`config.mk`:
```
export PLATFORM = sky130hd
export DESIGN_NAME = sobol_seq_gen
export DESIGN_NICKNAME = d
export VERILOG_FILES = /design/src/rtl/sobol_pkg.sv /design/src/rtl/sobol_tz_find.sv /design/src/rtl/sobol_seq_gen.sv
export SDC_FILE = /design/constraint.sdc
export NUM_CORES = 2
export LEC_CHECK = 0
export CAP_MARGIN = 20
export CORE_AREA = 2 2 370 372
export DETAILED_ROUTE_END_ITERATION = 10
export DIE_AREA = 0 0 372 374
export GPL_ROUTABILITY_DRIVEN = 0
export PLACE_DENSITY = 0.62
export REMOVE_ABC_BUFFERS = 1
export SLEW_MARGIN = 20
export SYNTH_ARGS = -nofsm -noshare
export SYNTH_HDL_FRONTEND = slang
export SYNTH_HIERARCHICAL = 1
export SYNTH_SLANG_ARGS = --single-unit
```
`constraint.sdc`:
```
create_clock -name clk_i -period 11 [get_ports clk_i]
set_input_delay 1.65 -clock clk_i [delete_from_list [all_inputs] [get_ports clk_i]]
set_output_delay 1.65 -clock clk_i [all_outputs]
set_load 0.02 [all_outputs]
```
`src/rtl/sobol_pkg.sv`:
```
// Shared definitions for the Sobol sequence generator.
//   DATA_W     : width of samples and direction vectors
//   DIR_ADDR_W : width of the direction-vector table index
//   state_e    : run FSM states
package sobol_pkg;

    localparam int unsigned DATA_W     = 32;
    localparam int unsigned DIR_ADDR_W = 5;

    typedef enum logic [1:0] {
        StIdle = 2'd0,
        StRun  = 2'd1,
        StDone = 2'd2
    } state_e;

endpackage

```
`src/rtl/sobol_tz_find.sv`:
```
// Combinational trailing-ones counter.
// Returns the number of consecutive 1 bits starting at bit 0 of val_i. This is
// the position of the lowest zero bit, which selects the direction vector in
// Gray-code ordered Sobol generation.
//   val_i : value to scan (InW bits)
//   cnt_o : count of trailing ones (OutW bits)
module sobol_tz_find #(
    parameter int unsigned InW  = 20,
    parameter int unsigned OutW = 5
) (
    input  logic [InW-1:0]  val_i,
    output logic [OutW-1:0] cnt_o
);

    logic stop;

    always_comb begin
        cnt_o = '0;
        stop  = 1'b0;
        for (int unsigned i = 0; i < InW; i++) begin
            if (!stop) begin
                if (val_i[i]) begin
                    cnt_o = cnt_o + 1'b1;
                end else begin
                    stop = 1'b1;
                end
            end
        end
    end

endmodule

```
`src/rtl/sobol_seq_gen.sv`:
```
// One dimension of a 32-bit Sobol low-discrepancy sequence, Gray-code ordered.
// Each sample is x_n = x_(n-1) ^ v[c], c = trailing ones of (n-1).
// Output is a valid/ready stream; a run of num_samples_i samples is launched by
// start_i and may be cancelled by abort_i. The direction-vector table is
// host-writable whenever no run is active.
//   clk_i          : clock, rising edge
//   rst_ni         : synchronous reset, active low
//   dir_we_i       : direction-vector write strobe
//   dir_addr_i     : direction-vector index
//   dir_data_i     : direction-vector value
//   start_i        : one-cycle start pulse
//   num_samples_i  : samples in this run, sampled on accepted start
//   abort_i        : cancel the current run
//   out_valid_o    : out_data_o holds a valid sample
//   out_ready_i    : downstream accepts the sample
//   out_data_o     : Sobol sample x_n
//   busy_o         : high while a run is active
//   done_o         : one-cycle pulse after the last sample handshake
module sobol_seq_gen
    import sobol_pkg::*;
#(
    parameter int unsigned CNT_W = 20,
    parameter int unsigned DIR_N = 32
) (
    input  logic                  clk_i,
    input  logic                  rst_ni,
    input  logic                  dir_we_i,
    input  logic [DIR_ADDR_W-1:0] dir_addr_i,
    input  logic [DATA_W-1:0]     dir_data_i,
    input  logic                  start_i,
    input  logic [CNT_W-1:0]      num_samples_i,
    input  logic                  abort_i,
    output logic                  out_valid_o,
    input  logic                  out_ready_i,
    output logic [DATA_W-1:0]     out_data_o,
    output logic                  busy_o,
    output logic                  done_o
);

    state_e                  state_q;
    logic [CNT_W-1:0]        idx_q;
    logic [CNT_W-1:0]        num_q;
    logic [DATA_W-1:0]       acc_q;
    logic [DATA_W-1:0]       acc_d;
    logic                    out_valid_q;
    logic [DATA_W-1:0]       out_data_q;
    logic [DATA_W-1:0]       v_q [DIR_N];

    logic [DIR_ADDR_W-1:0]   tz_cnt;
    logic                    advance;
    logic                    last_hs;
    logic                    dir_wr_en;

    sobol_tz_find #(
        .InW  (CNT_W),
        .OutW (DIR_ADDR_W)
    ) u_tz_find (
        .val_i (idx_q),
        .cnt_o (tz_cnt)
    );

    // A new sample may be produced when the output slot is empty or being drained.
    assign advance = (state_q == StRun) && (!out_valid_q || out_ready_i);
    // idx_q counts samples already produced, so the Nth sample is handed off
    // while idx_q == num_q.
    assign last_hs = out_valid_q && out_ready_i && (idx_q == num_q);
    assign acc_d   = acc_q ^ v_q[tz_cnt];

    assign dir_wr_en = dir_we_i && (state_q != StRun) && (32'(dir_addr_i) < DIR_N);

    // Direction-vector table
    always_ff @(posedge clk_i) begin
        if (!rst_ni) begin
            for (int unsigned i = 0; i < DIR_N; i++) begin
                v_q[i] <= '0;
            end
        end else if (dir_wr_en) begin
            v_q[dir_addr_i] <= dir_data_i;
        end
    end

    // Run FSM with accumulator and output register
    always_ff @(posedge clk_i) begin
        if (!rst_ni) begin
            state_q     <= StIdle;
            idx_q       <= '0;
            num_q       <= '0;
            acc_q       <= '0;
            out_valid_q <= 1'b0;
            out_data_q  <= '0;
        end else begin
            unique case (state_q)
                StIdle, StDone: begin
                    if (start_i) begin
                        num_q <= num_samples_i;
                        acc_q <= '0;
                        idx_q <= '0;
                        state_q <= (num_samples_i == '0) ? StDone : StRun;
                    end else begin
                        state_q <= StIdle;
                    end
                end
                StRun: begin
                    if (abort_i) begin
                        // Pending sample is dropped and no done pulse follows.
                        out_valid_q <= 1'b0;
                        state_q     <= StIdle;
                    end else if (last_hs) begin
                        out_valid_q <= 1'b0;
                        state_q     <= StDone;
                    end else if (advance) begin
                        acc_q       <= acc_d;
                        out_data_q  <= acc_d;
                        out_valid_q <= 1'b1;
                        idx_q       <= idx_q + 1'b1;
                    end
                end
                default: begin
                    out_valid_q <= 1'b0;
                    state_q     <= StIdle;
                end
            endcase
        end
    end

    assign out_valid_o = out_valid_q;
    assign out_data_o  = out_data_q;
    assign busy_o      = (state_q == StRun);
    assign done_o      = (state_q == StDone);

endmodule
```
==> metrics.yaml <==
grt_max_degree: 87
path_clk_slew_ns: 0.07
reg2reg_setup_slack_ns: 0.59
overflow: 0
drt_wl_total_um: 163500
fin_hold_ws_ns: 0.4832
synth-simple-area-share: 0.1676
cp_slowest_stage_delay_ns: 0.74
die_x_um: 372
hp-class: "reg2reg"
place_area_sq_um: 57290
routed-wl-met3_um: 13860
power_density_nw_per_um2: 153.7
setup_viol: 0
final_core_util: 0.4536
cap_violations: 0
ant_nets: 0
place_ws_ns: 0.3989
grt_pass1_wl_um: 237200
clock_latency_ns: 0.75
synth_compound_area_frac: 0.06520
synth_top_family_by_area: "simple AND/OR/NAND/NOR gates"
drt-initial-drc-count: 3740
reg2reg_to: "acc_q[1]"
maxSlewViolCount: 0
layout_setup_ws_ns: 0.5929
synthAdderAreaFrac: 0.004155
route.detailed.drc: 0
antenna_found_initial: 11
cp.arrival_ns: 11.08
async_reset_ff_frac: 0
synth-seq-area-share: 0.6136
top_layer_used: "met5"
finalCritPeriodShare: 0.9461
placementRows: 135
route.vias.total: 34060
end_kind: "flip-flop"
drive_above_1_share: 0.1401
ys_types: 92
path_common_cell: "ha_1"
finalPower_uw: 9407
worstSetupPathType: "reg2reg"
synth_area_per_cell_sq_um: 13.09
clock.fmax_mhz: 96.09
die_h_um: 374
nFillCells: 11840
fin_area_sq_um: 61220
clock_sinks: 1131
vias_per_cell: 5.674
root_buffer: "clkbuf_16"
skew_ns: 0.05864
dp_hpwl_um: 100100
cts_hold_buf: 0
drtPass1Iterations: 5
hold_path_depth: 2
rsz0062_at_grt: "false"
synth_area_sq_um: 53600
leakage_uw: 0.02082
yosys_register_bits: 1131
cts_buffer_depth: 3
yosys_most_used_dff: "edfxtp_1"
start_util: 0.3972
critPathMaxFanout: 22
grt_usage: 0.2336
layout_min_cycle_time_ns: 10.41
cts_made_buffers: 113
status: "finished, final reports clean"
fin_nets: 4197
die-area_sq_um: 139100
synthXorXnorAreaFrac: 0.01195
slew_headroom: 0.2257
ir_drop_v: 0.0001282
wl_met1_um: 65910
grt_pass1_vias: 33740
hold_viol: 0
port_buffers: 97
ys.warnings.count: 6
min_from: "num_q[0]"
r2r-start: "idx_q[1]"
synthCells: 4096
synth_edf_count: 1024
cp_data_required_time_ns: 11.67
start_kind: "flip-flop"
met2_length_um: 77970
avgRoutedWirePerCell_um: 27.24
boundaryPins: 98
worst-slew-pin-transition_ns: 1.160
cts_tree: "done"
h-tree-depth: 3
r2r_cells: 48
crit_path_top_delay_cell: "xnor2_2"
hold_end: "num_q[0]"
core_area_sq_um: 135000
syn2layout_area_growth_pct: 14.22
synth_mux_area_frac: 0.1066
routing by layer:
| metal | track usage | vias up |
|---|---|---|
| li1 | - | 14990 |
| met1 | 0.3131 | 17330 |
| met2 | 0.3774 | 1447 |
| met3 | 0.04878 | 282 |
| met4 | 0.07631 | 10 |
| met5 | 0 | - |
layout by cell type (no fill, tap or decap), types with 41 or more instances in the layout:
| master | count |
|---|---|
| xnor2_1 | 47 |
| mux4_2 | 114 |
| nand3_1 | 97 |
| nor2_1 | 52 |
| nand2_1 | 153 |
| dfxtp_1 | 107 |
| buf_4 | 154 |
| mux2i_1 | 313 |
| a22oi_1 | 129 |
| o21ai_0 | 61 |
| clkbuf_16 | 119 |
| edfxtp_1 | 1024 |
| and2_1 | 1034 |
| a211oi_1 | 62 |
| clkdlybuf4s50_1 | 87 |
| nand4_1 | 41 |
| a21oi_1 | 91 |
logic make-up after synthesis:
group                      Yosys count
xor gates and xnor gates            66
adders and majority gates           18
and+or+nand+nor                   1533
AOI/OAI and AO/OA                  518
DFF                               1131
buffers and inverters              402
muxes                              428
state kept, by name, summed over array words and instances, names as in the netlist:
name and flops:
num_q 20, state_q 2, acc_q 32, out_valid_o 1
v_q 1024, out_data_o 32, idx_q 20
worst max-delay path, delay by kind of cell, from the launching register on:
| family | cells | cell delay [ns] |
|---|---|---|
| AOI/OAI and AO/OA | 18 | 3.33 |
| adders and majority gates | 9 | 2.68 |
| and+or+nand+nor | 11 | 1.25 |
| xor gates and xnor gates | 3 | 1.16 |
| buffers and inverters | 4 | 0.83 |
| muxes | 3 | 0.77 |
| DFF | 1 | 0.31 |
layout make-up:
| class | instances | area [sq um] | share of cell area |
|---|---|---|---|
| Clock buffer | 169 | 3296 | 0.05383 |
| Clock inverter | 47 | 509.2 | 0.008318 |
| Multi-Input combinational cell | 2563 | 19720 | 0.3221 |
| Sequential cell | 1131 | 32890 | 0.5373 |
| Timing Repair Buffer | 268 | 2419 | 0.03951 |
| Inverter | 40 | 150.1 | 0.002452 |
| Tap cell | 1781 | 2228 | 0.03640 |
| Antenna cell | 4 | 10.01 | 0.0001635 |
per-stage QoR:
step | std cells | TNS [ns]
2_1_floorplan | 3734 | -1598.77
3_3_place_gp | 5771 | 0
3_5_place_dp | 5772 | 0
4_1_cts | 5988 | 0
5_1_grt | 6000 | 0
6_report | 6003 | 0
power breakdown:
| group | leakage [uW] | switching (uW) | internal [uW] |
|---|---|---|---|
| Combinational | 0.00773 | 386 | 167 |
| Clock | 0.00185 | 1690 | 2270 |
| Sequential | 0.0112 | 57.9 | 4840 |
| Total | 0.0208 | 2130 | 7280 |
synth_stat cells, types with 3 or more instances:
cell	count	area share
xnor2_1	49	0.0080
a22o_1	8	0.0013
and2_1	1035	0.12
o22ai_1	30	0.0035
o21ai_1	7	0.00065
mux2i_1	313	0.058
ha_1	17	0.0040
xor2_1	11	0.0018
a21o_1	3	0.00042
a31oi_1	8	0.00093
clkbuf_1	276	0.019
or4_1	8	0.0011
o21ai_0	95	0.0089
and3_1	12	0.0014
inv_1	39	0.0027
buf_2	66	0.0062
a211oi_2	5	0.0012
nand4_1	41	0.0048
o21a_1	4	0.00056
a211o_1	3	0.00049
or3_2	3	0.00042
a21oi_2	7	0.0011
nor2b_1	13	0.0015
edfxtp_1	1024	0.57
nor2_1	88	0.0062
nand3b_1	6	0.00084
mux4_2	114	0.048
dfxtp_1	107	0.040
o211ai_1	30	0.0042
o31ai_1	7	0.00098
nor4_1	12	0.0014
nor3_1	11	0.0010
buf_1	4	0.00028
nand3_1	97	0.0091
and4_1	3	0.00049
a21oi_1	93	0.0087
nand2_1	154	0.011
nand2b_1	13	0.0015
or3b_2	3	0.00049
buf_4	13	0.0018
or3_1	12	0.0014
a22oi_1	130	0.018
a211oi_1	62	0.0087
worst max path at each step:
stage,start,end,cells after the start
CTS,idx_q[2],acc_q[5],48
finish,idx_q[1],acc_q[1],48
global placement,idx_q[2],acc_q[2],46
global route,idx_q[1],acc_q[7],48
floorplan,idx_q[1],acc_q[0],45
detailed placement,idx_q[2],acc_q[2],46
timing repair:
item | CTS | global route
buffers inserted | 0 | 10
setup endpoints to repair | 0 | 61
gates resized for setup | 0 | 7
No activity file was read; power rests on OpenSTA's default activity.
